### src/rtl/divisor_4b.sv
// divisor_4b: interactive 4-bit unsigned divider behind three push buttons.
//
// The user steps a numerator and then a denominator up/down, confirming each
// with ok. The block then shows the quotient, and after the next ok the
// remainder. One more ok clears everything and returns to numerator entry.
//
// Ports:
//   clk   system clock, all state changes on the rising edge
//   rst   asynchronous active-low reset
//   down  decrement button (active-high, synchronous to clk)
//   up    increment button (active-high, synchronous to clk)
//   ok    confirm/advance button (active-high, synchronous to clk)
//   leds  displayed value, unsigned binary, bit 3 = MSB

// One restoring-division step: shift in the next numerator bit and subtract
// the divisor when it fits.
module divisor_4b_stage (
    input  logic [3:0] prev_part,
    input  logic       nbit,
    input  logic [3:0] den,
    output logic       qbit,
    output logic [3:0] next_part
);
    logic [4:0] shifted;

    assign shifted   = {prev_part, nbit};
    assign qbit      = (shifted >= {1'b0, den});
    // When qbit is set the difference is below den, so 4 bits hold it
    // exactly; the subtraction wraps harmlessly in the high bit.
    assign next_part = qbit ? (shifted[3:0] - den) : shifted[3:0];
endmodule

module divisor_4b (
    input  logic       clk,
    input  logic       rst,
    input  logic       down,
    input  logic       up,
    input  logic       ok,
    output logic [3:0] leds
);
    typedef enum logic [1:0] {
        LOAD_NUM,
        LOAD_DEN,
        SHOW_Q,
        SHOW_R
    } state_t;

    state_t     state, state_nxt;
    logic       prev_up, prev_down, prev_ok;
    logic       up_p, down_p, ok_p;
    logic       inc, dec;
    logic [3:0] num, den, quo, rem;
    logic [3:0] num_nxt, den_nxt, quo_nxt, rem_nxt;
    logic [3:0] div_q, div_r;

    // Partial remainders between the unrolled stages; part[4] is the seed.
    logic [3:0] part [0:4];

    // A press is the first cycle a button is seen high.
    assign up_p   = up   & ~prev_up;
    assign down_p = down & ~prev_down;
    assign ok_p   = ok   & ~prev_ok;

    // up and down together cancel; ok is handled first in the FSM, so it
    // overrides both.
    assign inc = up_p & ~down_p;
    assign dec = down_p & ~up_p;

    // Combinational divider, MSB stage first. A zero divisor makes every
    // stage "fit", which naturally yields quo=4'hF and rem=num.
    assign part[4] = 4'd0;
    for (genvar i = 0; i < 4; i++) begin : g_stage
        divisor_4b_stage u_stage (
            .prev_part (part[i+1]),
            .nbit      (num[i]),
            .den       (den),
            .qbit      (div_q[i]),
            .next_part (part[i])
        );
    end
    assign div_r = part[0];

    always_ff @(posedge clk or negedge rst) begin
        if (!rst) begin
            state     <= LOAD_NUM;
            prev_up   <= 1'b0;
            prev_down <= 1'b0;
            prev_ok   <= 1'b0;
            num       <= 4'd0;
            den       <= 4'd0;
            quo       <= 4'd0;
            rem       <= 4'd0;
        end else begin
            state     <= state_nxt;
            prev_up   <= up;
            prev_down <= down;
            prev_ok   <= ok;
            num       <= num_nxt;
            den       <= den_nxt;
            quo       <= quo_nxt;
            rem       <= rem_nxt;
        end
    end

    always_comb begin
        state_nxt = state;
        num_nxt   = num;
        den_nxt   = den;
        quo_nxt   = quo;
        rem_nxt   = rem;
        case (state)
            LOAD_NUM: begin
                if (ok_p)     state_nxt = LOAD_DEN;
                else if (inc) num_nxt   = num + 4'd1;
                else if (dec) num_nxt   = num - 4'd1;
            end
            LOAD_DEN: begin
                if (ok_p) begin
                    quo_nxt   = div_q;
                    rem_nxt   = div_r;
                    state_nxt = SHOW_Q;
                end
                else if (inc) den_nxt = den + 4'd1;
                else if (dec) den_nxt = den - 4'd1;
            end
            SHOW_Q: begin
                if (ok_p) state_nxt = SHOW_R;
            end
            SHOW_R: begin
                if (ok_p) begin
                    num_nxt   = 4'd0;
                    den_nxt   = 4'd0;
                    quo_nxt   = 4'd0;
                    rem_nxt   = 4'd0;
                    state_nxt = LOAD_NUM;
                end
            end
            default: state_nxt = LOAD_NUM;
        endcase
    end

    // Display mux straight off registers, so reset blanks it immediately.
    always_comb begin
        leds = 4'd0;
        case (state)
            LOAD_NUM: leds = num;
            LOAD_DEN: leds = den;
            SHOW_Q:   leds = quo;
            SHOW_R:   leds = rem;
            default:  leds = 4'd0;
        endcase
    end
endmodule

### config.mk
export PLATFORM = sky130hd
export DESIGN_NAME = divisor_4b
export DESIGN_NICKNAME = d
export VERILOG_FILES = /design/src/rtl/divisor_4b.sv
export SDC_FILE = /design/constraint.sdc
export NUM_CORES = 1
export LEC_CHECK = 0
export ABC_CLOCK_PERIOD_IN_PS = 5200
export CORE_AREA = 2 2 92 59
export DETAILED_ROUTE_END_ITERATION = 10
export DIE_AREA = 0 0 94 61
export MAX_ROUTING_LAYER = met4
export PLACE_DENSITY = 0.68
export REMOVE_ABC_BUFFERS = 1
export SYNTH_ARGS = -nofsm -noshare
export SYNTH_HDL_FRONTEND = slang
export SYNTH_SLANG_ARGS = --single-unit
### constraint.sdc
create_clock -name clk -period 5.2 [get_ports clk]
set_input_delay 1.04 -clock clk [delete_from_list [all_inputs] [get_ports clk]]
set_output_delay 1.04 -clock clk [all_outputs]
set_load 0.05 [all_outputs]
# Word level (Yosys, flattened, before mapping)
# Cells that the tools add are included.
# totals
reg_bits,21
output_inout_bits,4
elab_cells,71
# classes
add_sub_neg,8
order_cmp,4
eq_ne,11
muxes,23
n_bitwise,10
n_reduce_logical,7
# ops
op,count
4-bit two-way mux,13
4-bit one-hot mux with 2 select lines,4
4-bit one-hot mux with 4 select lines,1
5-bit by 4-bit greater-or-equal comparator with 1-bit output,3
"2-bit inequality test, second input constant",6
4-bit AND reduction,3
4-bit subtractor,3
"4-bit by 1-bit adder with 4-bit output, second input constant",2
2-bit two-way mux,4
2-bit one-hot mux with 4 select lines,1
"4-bit by 1-bit subtractor with 4-bit output, second input constant",2
"3-bit inequality test, second input constant",2
1-bit bitwise AND,5
1-bit inverter,5
"2-bit == test, second input constant",2
1-bit by 4-bit greater-or-equal comparator with 1-bit output,1
2-bit nonzero test,2
1-bit by 4-bit subtractor with 4-bit output,1
3-bit AND reduction,1
"2-bit by 1-bit == test with 1-bit output, second input constant",1
2-bit zero test,1

# Longest topological paths before layout
# logic_depth
ltp_word,10
ltp_mapped,25
depth_no_buf,25

# By module
# Synthesis repeated with hierarchy kept, for this count alone.
# unflattened
cells_unflattened,240
area_unflattened_um2,2130.8
# modules_own_cells
module,n_inst,cells_each,area_each_um2,seq_area_each_um2
divisor_4b,1,128,1283.7,525.5
divisor_4b_stage (g_stage[0].u_stage ...),3,28,207.7,0.0
divisor_4b_stage (g_stage[2].u_stage),1,28,224.0,0.0

# Least setup slack after synthesis
# No wires, ideal clock.
# synth_timing
path_type,register -> register
startpoint,register den[1]
endpoint,register rem[2]
setup_ns,0.121
t_arrival_ns,5.345
required_ns,5.079
setup_slack_ns,-0.266
path_stages_with_launch,24
path_buffers,0
path_cell_list,dfrtp_1 inv_1 ha_1 nand2b_1 a31o_2 inv_1 ha_1 a2111oi_2 o21ai_1 mux2_2 inv_1 ha_1 a211oi_1 o21ai_0 a221o_2 mux2_2 inv_1 ha_1 a211oi_1 o21bai_1 a221oi_2 mux2i_4 mux2_4 a22o_1
# synth_between
elab_chain_cells,10
elab_cells_between_ends,14
# synth_rtl
item,line,source
from (decl),52,"logic [3:0] num, den, quo, rem;"
from (signal assigned),99,den <= den_nxt;
1-bit by 4-bit subtractor with 4-bit output or 1-bit by 4-bit greater-or-equal comparator with 1-bit output (tied branches),"30, 27",
4-bit two-way mux,30,assign next_part = qbit ? (shifted[3:0] - den) : shifted[3:0];
4-bit subtractor or 5-bit by 4-bit greater-or-equal comparator with 1-bit output (tied branches),"30, 27",
4-bit two-way mux,30,
5-bit by 4-bit greater-or-equal comparator with 1-bit output or 4-bit subtractor (tied branches),"27, 30",
4-bit two-way mux,30,
4-bit subtractor or 5-bit by 4-bit greater-or-equal comparator with 1-bit output (tied branches),"30, 27",
4-bit two-way mux *,30,
4-bit two-way mux *,118,if (ok_p) begin
4-bit one-hot mux with 2 select lines *,111,case (state)
to (signal assigned),101,rem <= rem_nxt;
to (decl),52,
# Mark *: on every way between the ends. The rest lies on a longest branch, timed or not. The select of a mux whose other input is x is not followed.
# A chain may end at the register's enable or synchronous reset.

# Worst setup path after layout
# layout_timing
startpoint,register num[3]
endpoint,register rem[3]
# layout_between
elab_chain_cells,10
elab_cells_between_ends,14
# layout_rtl
item,line,source
from (decl),52,
from (signal assigned),98,num <= num_nxt;
1-bit by 4-bit subtractor with 4-bit output or 1-bit by 4-bit greater-or-equal comparator with 1-bit output (tied branches),"30, 27",
4-bit two-way mux *,30,
4-bit subtractor or 5-bit by 4-bit greater-or-equal comparator with 1-bit output (tied branches),"30, 27",
4-bit two-way mux *,30,
4-bit subtractor or 5-bit by 4-bit greater-or-equal comparator with 1-bit output (tied branches),"30, 27",
4-bit two-way mux *,30,
4-bit subtractor or 5-bit by 4-bit greater-or-equal comparator with 1-bit output (tied branches),"30, 27",
4-bit two-way mux *,30,
4-bit two-way mux *,118,
4-bit one-hot mux with 2 select lines *,111,
# Marked as above.

==> out/qor.csv <==
stage,metric,value,unit
run_status,status,"finished, final reports clean",
critical_path,Worst EP required,5.35,ns
grt,total global routing overflow,0,
clocking,CTS Buf Count,3,
final_layout,antenna diode count,0,
final_layout,Final Util,50.5,%
critical_path,"CP delay by family, top",compound AO/OA/AOI/OAI gates,
floorplan,IO Count,9,
floorplan,core area,0.00488,sq mm
synth,Avg Synthesized Cell Area,9.71,sq um
drt,routed vias,1645,
sta,Max transition margin,34.7,%
critical_path,Worst setup SP type,flop,
synth,Area contributors post-synth,"dfrtp_1, ha_1, fa_1",
floorplan,chip width,94,um
drt,Initial DRT Pass Iterations,6,
drt,DR WL/cell,15.9,um
floorplan,DIE AREA,0.00573,sq mm
synth,#FFs+latches synth,21,
sta,Hold Fails Final Rpt,0,
synth,"area leader, netlist",dfrtp_1,
clocking,TritonCTS clock tree,built,
grt,Global Route Usage Sum,19.6,%
sta,setup violators final,0,
sta,Layout Skew,0.00468,ns
sta,Worst Max-Slew Pin Slew,0.976,ns
job,max_cap viols,0,
grt,first-pass GRT wire length,8.38,mm
synth,cell count after synthesis,195,
drt,initial DRC count,72,
clocking,clock sinks,21,
sta,Tcrit/Tclk final,98.8,%
grt,initial antenna violation count,0,
drt,number of remaining DRC errors,0,
final_layout,area of the multi-input gates,0.00143,sq mm
synth,sequential share of the synthesized area,27.7,%
synth,Synth Flop Type,dfrtp_1,
final_layout,Area Growth Syn to Fin,30.0,%
critical_path,Worst setup EP type,flop,
clocking,worst skew pair latency,0.26,ns
clocking,Longest Clk Path Bufs,2,
floorplan,num rows,20,
synth,Post-synth ARST share,100,%
critical_path,worst-path maximum fanout,5,
placement,GPL Wtd Cong,0.825,
synth,Synth cell types,47,
placement,Port Buffer Count,8,
synth,Post-synth EDFFs,0,
grt,vias in the first global route,1631,
final_layout,Register Area,526,sq um
critical_path,slowest CP cell,a221o_2,
clocking,clock input transition at the sequential cells of the worst setup and hold paths,0.08,ns
critical_path,CP dominant cell by count,ha_4,
synth,top-area cell type share of the netlist area,27.7,%
critical_path,WP data arrival,5.29,ns
sta,minimum clock period,5.14,ns
grt,pin count of the biggest net entering global routing,22,
sta,fmax,195,MHz
synth,Yosys warnings,0,
critical_path,buffer and inverter count on the worst path,6,
synth,Synth Cell Area,0.00189,sq mm
final_layout,share of layout cells above drive strength 1,28.4,%
critical_path,crit path kind,flop to flop,
critical_path,max incr delay on CP,0.41,ns
synth,dominant cell by count in the synthesized netlist,ha_1,
placement,post-DP HPWL,3.60,mm
drt,Detailed Route WL,4.73,mm
sta,Max Transition Viols Final,0,
sta,RSZ-0062 raised after global routing,yes,
final_layout,Layout Nets,266,
drt,DRT antenna net count,0,
floorplan,die height,61,um
clocking,htree depth,1,
final_layout,# fillers,442,
synth,Commonest cells post-synth,"ha_1, dfrtp_1, inv_1, a21oi_1, nor2_1",
floorplan,initial cell density of the core,38.8,%
clocking,clock root buffer,clkbuf_8,
worst_hold_path,HP Class,flop to flop,
drt,drt via density,5.52,
==> placed cells by master (no fill, tap or decap), types with 2 or more instances in the layout <==
cell	instances
o21ai_0	7
buf_6	3
clkdlybuf4s50_1	8
ha_4	6
a222oi_1	4
mux2i_1	6
ha_1	17
a211oi_2	2
nor2b_1	3
mux2_4	5
o31ai_1	3
a21o_1	4
o21a_1	2
xnor2_1	8
nor2_1	10
o21ai_1	3
nor2_2	2
clkbuf_8	3
a22o_1	6
a21oi_1	13
inv_1	11
nand2_1	9
mux2i_4	3
inv_2	4
a31oi_1	2
nor3_1	4
dfrtp_1	21
buf_4	27
nor4_1	2
fa_1	5
nand2b_1	7
==> tightest hold or removal path, stage by stage, from the launching register on <==
cell and delay, ns:
dfrtp_1 0.35, nand2_1 0.05, o31ai_1 0.06
==> sequential cells by signal, summed over array words and instances (netlist names) <==
name       count
rem            4
prev_ok        1
prev_down      1
state          2
prev_up        1
den            4
quo            4
num            4
==> through the flow <==
stage / setup WS [ns] / TNS (ns) / instance area, sq um / std cells / hold slack [ns]
2_1_floorplan: -0.266 / -0.726 / 1880 / 190 / 0.449
3_3_place_gp: -0.190 / -0.729 / 2230 / 289 / 0.470
3_5_place_dp: -0.324 / -1.45 / 2230 / 289 / 0.469
4_1_cts: 0.0250 / 0 / 2410 / 296 / 0.485
5_1_grt: -0.153 / -0.555 / 2460 / 298 / 0.536
6_report: 0.0604 / 0 / 2460 / 298 / 0.490
==> final timing paths <==
check,start,end,slack [ns],cells after the start
setup / recovery,num[3],rem[3],0.06,26
hold / removal,quo[3],quo[3],0.49,2
setup reg to reg,num[3],rem[3],0.06,26
hold reg to reg,quo[3],quo[3],0.49,2
max in group asynchronous,rst,den[0],3.29,1
min in group asynchronous,rst,num[2],1.31,1
==> metal layers <==
| metal | global-route usage, % | up-vias | share of wire (%) |
|---|---|---|---|
| li1 | - | 793 | - |
| met1 | 28.9 | 818 | 55 |
| met2 | 28.9 | 31 | 41 |
| met3 | 3.48 | 3 | 4.4 |
| met4 | 2.48 | 0 | 0.36 |
| met5 | - | - | 0 |
==> area by class of cell <==
class | count | area share, %
repair buffers | 38 | 12.9
inverters | 16 | 2.54
flip-flops and latches | 21 | 21.3
multi-input cells | 153 | 58.1
well taps | 66 | 3.35
clock buffers | 4 | 1.83
==> cells by family after synthesis <==
logic type      after synthesis  share of synthesized area (%)
buf+inv                      21                           4.16
simple gates                 42                           11.4
fa+ha+maj                    28                           20.5
flops                        21                           27.7
compound gates               60                           23.1
xor+xnor                      9                           4.16
mux                          14                           8.98
==> timing repair <==
item | CTS | global route
buffers inserted | 3 | 2
gates cloned | 0 | 0
endpoints found under the setup margin | 5 | 5
pin swaps | 9 | 10
resized for setup | 22 | 9
hold buffers | 0 | 0
Power is left out: the tool's default activity adds up to more than one toggle a clock period on the data nets, which glitch-free logic cannot reach.
